===== src/rtl/uart_tx_module.sv =====
// 8N1 UART transmitter, LSB first, with a valid/ready byte handshake.
// The serial line is registered, and it changes only on bit boundaries.
module uart_tx_module #(
  parameter int CLKS_PER_BIT = 5208
) (
  input  logic       clk,
  input  logic       rstn,
  input  logic [7:0] tx_data,
  input  logic       tx_en,
  output logic       tx_rdy,
  output logic       tx_pin_out,
  output logic       tx_done_sig
);

  localparam int CNT_W = (CLKS_PER_BIT > 2) ? $clog2(CLKS_PER_BIT) : 1;
  localparam logic [CNT_W-1:0] CNT_LAST = CNT_W'(CLKS_PER_BIT - 1);

  typedef enum logic [1:0] {IDLE, START, DATA, STOP} state_t;

  state_t           state, state_nxt;
  logic [CNT_W-1:0] clk_cnt, clk_cnt_nxt;
  logic [2:0]       bit_idx, bit_idx_nxt;
  logic [7:0]       shift, shift_nxt;
  logic             pin_nxt, done_nxt;
  logic             bit_end;

  assign bit_end = (clk_cnt == CNT_LAST);
  assign tx_rdy  = (state == IDLE);

  always_ff @(posedge clk or negedge rstn) begin
    if (!rstn) begin
      state       <= IDLE;
      clk_cnt     <= '0;
      bit_idx     <= '0;
      shift       <= '0;
      tx_pin_out  <= 1'b1;
      tx_done_sig <= 1'b0;
    end else begin
      state       <= state_nxt;
      clk_cnt     <= clk_cnt_nxt;
      bit_idx     <= bit_idx_nxt;
      shift       <= shift_nxt;
      tx_pin_out  <= pin_nxt;
      tx_done_sig <= done_nxt;
    end
  end

  always_comb begin
    state_nxt   = state;
    clk_cnt_nxt = clk_cnt;
    bit_idx_nxt = bit_idx;
    shift_nxt   = shift;
    done_nxt    = 1'b0;
    pin_nxt     = 1'b1;

    case (state)
      IDLE: begin
        if (tx_en) begin
          shift_nxt   = tx_data;
          clk_cnt_nxt = '0;
          state_nxt   = START;
        end
      end
      START: begin
        if (bit_end) begin
          clk_cnt_nxt = '0;
          bit_idx_nxt = 3'd0;
          state_nxt   = DATA;
        end else begin
          clk_cnt_nxt = clk_cnt + CNT_W'(1);
        end
      end
      DATA: begin
        if (bit_end) begin
          clk_cnt_nxt = '0;
          if (bit_idx == 3'd7) begin
            state_nxt = STOP;
          end else begin
            bit_idx_nxt = bit_idx + 3'd1;
          end
        end else begin
          clk_cnt_nxt = clk_cnt + CNT_W'(1);
        end
      end
      STOP: begin
        if (bit_end) begin
          clk_cnt_nxt = '0;
          state_nxt   = IDLE;
          done_nxt    = 1'b1;
        end else begin
          clk_cnt_nxt = clk_cnt + CNT_W'(1);
        end
      end
      default: state_nxt = IDLE;
    endcase

    // Line level is derived from the next state so the pin register leads nothing and lags nothing.
    case (state_nxt)
      START:   pin_nxt = 1'b0;
      DATA:    pin_nxt = shift_nxt[bit_idx_nxt];
      default: pin_nxt = 1'b1;
    endcase
  end

endmodule


===== config.mk =====
export PLATFORM = sky130hd
export DESIGN_NAME = uart_tx_module
export DESIGN_NICKNAME = d
export VERILOG_FILES = /design/src/rtl/uart_tx_module.sv
export SDC_FILE = /design/constraint.sdc
export NUM_CORES = 1
export LEC_CHECK = 0
export ABC_CLOCK_PERIOD_IN_PS = 4600
export BUFFER_PORTS_ARGS = -buffer_cell sky130_fd_sc_hd__buf_2
export CELL_PAD_IN_SITES_DETAIL_PLACEMENT = 1
export CELL_PAD_IN_SITES_GLOBAL_PLACEMENT = 1
export CORE_AREA = 4 4 58 81
export CTS_CLUSTER_DIAMETER = 30
export DETAILED_ROUTE_END_ITERATION = 16
export DIE_AREA = 0 0 62 85
export PLACE_DENSITY_LB_ADDON = 0.05
export SLEW_MARGIN = 20
export SYNTH_ARGS = -nofsm -noshare
export SYNTH_HDL_FRONTEND = slang
export SYNTH_SLANG_ARGS = --single-unit
export TNS_END_PERCENT = 100

===== constraint.sdc =====
create_clock -name clk -period 4.6 [get_ports clk]
set_clock_uncertainty 0.05 [all_clocks]
set_input_delay 0 -clock clk [delete_from_list [all_inputs] [get_ports clk]]
set_output_delay 0 -clock clk [all_outputs]
set_load 0.1 [all_outputs]

======== Yosys cells after proc, flatten, opt, wreduce, memory -nomap -nowiden ========
Cells that the tools add are included.
operators by class
  muxes and demuxes ....................... 20
  reductions and logical operators ........ 2
  magnitude comparators ................... 1
  divide/modulo/power cells ............... 0
  bitwise operators ....................... 0
  shift-type cells ........................ 0
  add/subtract/negate cells ............... 2
  $mul .................................... 0
  equality and inequality tests ........... 8
operators by type and width
  kind                     number
  $mux W13                 2
  $pmux W13 S2             1
  $mux W8                  2
  $add A13 B1 Y13 const B  1
  $eq A13 B13 Y1 const B   1
  $mux W2                  5
  $mux W3                  3
  $pmux W2 S4              1
  $eq A2 B2 Y1 const B     3
  $pmux W3 S2              1
  $eq A2 B1 Y1 const B     2
  $lt A3 B4 Y1 const B     1
  $add A3 B1 Y3 const B    1
  $bmux W1 S3              1
  $eq A3 B3 Y1 const B     1
  $mux W1                  3
  $reduce_or A3 Y1         1
  $logic_not A2 Y1         1
  $ne A2 B2 Y1 const B     1
  $pmux W1 S2              1
storage, ports and cells
  flip-flop bits (word level) ............. 28
  memory bits (read-only) ................. 0
  output and inout bits ................... 3
  latch bits .............................. 0
  memories kept ........................... 0
  word-level logic and storage cells ...... 39
  RAM bits ................................ 0
  input port bits ......................... 11

======== Logic depth before layout (Yosys ltp) ========
  word-level depth ........................ 7
  gate-level depth with buffers ........... 9
  gate-level depth less buffers ........... 9

======== Worst setup path after synthesis ========
OpenSTA, ideal clock, no wires.
  path type ............................... reg-to-reg
  from .................................... register state[1]
  to ...................................... register tx_pin_out
  arrival ................................. 2.912 ns
  path buffers ............................ 1
  cell stages (with the launch flop) ...... 9
  path slack .............................. 1.556 ns
  period minus slack after synthesis ...... 3.044 ns
  cell sequence ........................... dfrtp_1 inv_1 ha_1 buf_2 nand2_1 mux2_2 mux2_4 a311o_1 o31a_1
between the ends
  longest elaborated chain between the ends .. 5
  elaborated cells on any way between the ends .. 17
  those cells by class .................... 5 x eq/ne; 11 x mux; 1 x reduce/logical
RTL lines
  element                        line  text
  start: declaration             20    state_t state, state_nxt;
  start signal: assignment       39    state <= state_nxt;
  $logic_not A2 Y1               --
  via tx_rdy                     10    output logic tx_rdy,
  $mux W8                        56    case (state)
  via shift_nxt[5]               23    logic [7:0] shift, shift_nxt;
  $bmux W1 S3                    100   DATA: pin_nxt = shift_nxt[bit_idx_nxt];
  $mux W1 (not written as such)  100
  $pmux W1 S2                    98    case (state_nxt)
  via pin_nxt                    24    logic pin_nxt, done_nxt;
  end signal: assignment         43    tx_pin_out <= pin_nxt;
  end: declaration               11    output logic tx_pin_out,
The timed path passes the listed nets, and every way through them passes these cells. The select of a mux whose other input is x is not followed.
A chain may end at the register's enable or synchronous reset.

======== Worst setup path in the final report ========
  from .................................... register clk_cnt[0]
  to ...................................... register tx_pin_out
between the ends
  longest elaborated chain between the ends .. 6
  elaborated cells on any way between the ends .. 13
  those cells by class .................... 3 x eq/ne; 10 x mux
RTL lines
  element                            line    text
  start: declaration                 21      logic [CNT_W-1:0] clk_cnt, clk_cnt_nxt;
  start signal: assignment           40      clk_cnt <= clk_cnt_nxt;
  $eq A13 B13 Y1 *                   27      assign bit_end = (clk_cnt == CNT_LAST);
  $mux W3, on equally long branches  74, 65
  $pmux W3 S2                        56
  $bmux W1 S3                        100
  $mux W1 (not written as such)      100
  $pmux W1 S2 *                      98
  via pin_nxt                        24
The timed path passes the listed nets; every way through them passes the cells marked *. The select of a mux whose other input is x is not followed.

==> results.json <==
{
  "crit_chain": "ha_1, nor4bb_1, buf_4, a41oi_2, a21oi_2, mux2_4, a311o_1, o31a_1",
  "root_buffer": "clkbuf_8",
  "antenna_cells": 0,
  "antenna_found_initial": 0,
  "drc": 0,
  "cp.arrival_ns": 2.83,
  "top_level_ports": 14,
  "clk_latency_ns": 0.28,
  "syn-num-nets": 168,
  "worstPathRequired_ns": 4.77,
  "cp_num_cells": 8,
  "start_util_pct": 39.22,
  "reg2regPathDepth": 8,
  "post_cts_buffers": 0,
  "syn_to_final_growth_pct": 16.55,
  "startpoint": "clk_cnt[0]$_DFFE_PN0P_",
  "cts_tree": "built",
  "finalWorstSetupSlack_ns": 1.943,
  "final_util_pct": 45.71,
  "fin_crit_sh_pct": 57.75,
  "wl_per_cell_um": 16.90,
  "outcome": "complete, no violations",
  "startpoint_type": "flop",
  "fp-row-count": 27,
  "postPlaceCellArea_um2": 1662,
  "hold_start": "tx_en",
  "avgSynthCellArea_um2": 10.33,
  "dieArea_um2": 5270,
  "n_fill_cell": 439,
  "vias_per_cell": 5.558,
  "cts_num_sinks": 28,
  "final_cell_mix": "dfrtp_1, nor2_1, buf_2",
  "dp.cells": 204,
  "netlist_area_um2": 1550,
  "die-width_um": 62,
  "ff2ff_setup_slack_ns": 1.94,
  "cts_max_path_buffers": 2,
  "crit_type": "flop to flop",
  "fin_area_um2": 1807,
  "grt_max_degree": 29,
  "seqCellArea_um2": 701.9,
  "drt-initial-drc-count": 31,
  "hold_path_class": "input port to flop",
  "cp_max_fo": 9,
  "final-instance-count-excl-fill": 217,
  "fmax_mhz": 376.4,
  "path_buf_inv": 1,
  "multi_input_area_um2": 803.3,
  "worst_pin_slew_ns": 0.6601,
  "synth_flop_cell": "dfrtp_1",
  "period_needed_ns": 2.657,
  "grtUsageTotal_pct": 16.12,
  "ys_warn_count": 0,
  "drv_cap": 0,
  "io_buffers": 13,
  "slew_violations": 0,
  "total_leakage_power_nw": 0.8447,
  "htree_num_levels": 1,
  "fin_total_pwr_uw": 967.8,
  "core-area_um2": 3953,
  "ys_types": 41,
  "final_common_cell": "dfrtp_1",
  "grt-ovfl-total": 0,
  "power.density_nw_per_um2": 535.7,
  "irDropWorstVdd_mv": 0.2866,
  "numCtsBuffers": 3,
  "crit_path_end_kind": "flop",
  "post-place-ws_ns": 1.960,
  "antenna_left": 0,
  "ys_seq_area_share_pct": 45.28,
  "dp.final_hpwl_um": 2839,
  "routed_wl_um": 3667,
  "timing.rr.end": "tx_pin_out$_DFF_PN1_",
  "reg2reg_from": "clk_cnt[0]$_DFFE_PN0P_",
  "critPathSlowestCell": "dfrtp_1",
  "rsz0062_at_grt": "false",
  "crit_family": "compound AO/OA/AOI/OAI gates",
  "gp_congestion": 0.7299,
  "first_global_vias": 1326,
  "drive_above_1_share_pct": 20.69,
  "grt_pass1_wl_um": 6458,
  "synthArstFlopShare_pct": 100.0,
  "synth_enable_flop_cells": 0,
  "synth-seq-cells": 28,
  "fp.dieH_um": 85,
  "clk_pin_slew_worst_paths_ns": 0.10,
  "cp_slowest_stage_delay_ns": 0.42,
  "final-setup-viol-count": 0,
  "first_pass_iters": 4,
  "max-slew-margin-rel_pct": 55.83,
  "dr_total_vias": 1206,
  "totalNegativeSetupSlack_ns": 0,
  "nets": 193,
  "crit_path_end": "tx_pin_out$_DFF_PN1_",
  "syn-instance-count": 150,
  "finalHoldViolCount": 0,
  "timing.hold.ws_ns": 0.05424
}
==> report_power, final <==
part,internal [mW],leakage [nW],switching (mW)
registers,0.313,0.363,0.0364
clock network,0.0768,0.0288,0.0833
logic,0.172,0.453,0.287
==> routing by layer <==
layer | vias to the layer above | global-route usage (%) | wire length, um
met4 | 0 | 4.633 | 42
met2 | 14 | 29.06 | 2123
met3 | 4 | 2.435 | 83
met1 | 608 | 18.63 | 1417
li1 | 580 | - | -
met5 | - | 0 | 0
==> synthesized netlist by cell type, drive strengths merged (2+ instances only) <==
library cell,instances,area [um2]
nor3,3,15.01
nor2b,2,12.51
a21o,2,15.01
mux2i,3,30.03
xor2,6,52.55
buf,3,15.01
dfrtp,27,675.7
o31ai,2,15.01
a41o,3,31.28
nand2,10,37.54
a41oi,2,25.03
o21ai,4,20.02
ha,7,87.58
mux2,9,105.1
nor2,18,67.56
and3,3,21.27
nand4,3,18.77
nand3,12,60.06
inv,8,30.03
and2,2,12.51
xnor2,4,35.03
a21oi,3,18.77
==> cells by family (layout without fill, tap and decap cells) <==
kind of cell	after synthesis	in the layout	share of synthesized area, %
AO/OA/AOI/OAI	23	23	11.95
AND/OR/NAND/NOR	59	59	19.86
flip-flops	28	28	45.28
multiplexers	12	12	8.717
XOR/XNOR	10	10	5.649
adder cells (fa/ha/maj)	7	7	5.649
buffers and inverters	11	35	2.905
==> layout make-up <==
cell class	count	share of cell area, %
well taps	43	2.978
repair buffers	23	9.003
multi-input cells	111	44.46
clock buffers	4	3.047
inverters	8	1.662
flip-flops and latches	28	38.85
==> registers in the layout, indices dropped and copies added (netlist names) <==
signal,flops
bit_idx,3
tx_done_sig,1
tx_pin_out,1
state,2
shift,8
clk_cnt,13
==> worst min path at each step <==
stage | end | cells past startpoint
after floorplan | bit_idx[0]$_DFF_PN0_ | 0
after global placement | clk_cnt[12]$_DFFE_PN0P_ | 1
after detailed placement | clk_cnt[12]$_DFFE_PN0P_ | 1
after CTS | clk_cnt[1]$_DFFE_PN0P_ | 4
after global routing | clk_cnt[1]$_DFFE_PN0P_ | 4
final | clk_cnt[1]$_DFFE_PN0P_ | 4
==> tightest hold or removal path: stages <==
cell	delay, ns
buf_2	0.13
nor2b_1	0.10
nand2_1	0.08
nand2_1	0.05
==> what timing repair did <==
| action | CTS | global route |
|---|---|---|
| hold endpoints to repair | 35 | 0 |
| hold buffers | 9 | 0 |
| resized for setup | 0 | 0 |
No activity file was read; power rests on OpenSTA's default activity.
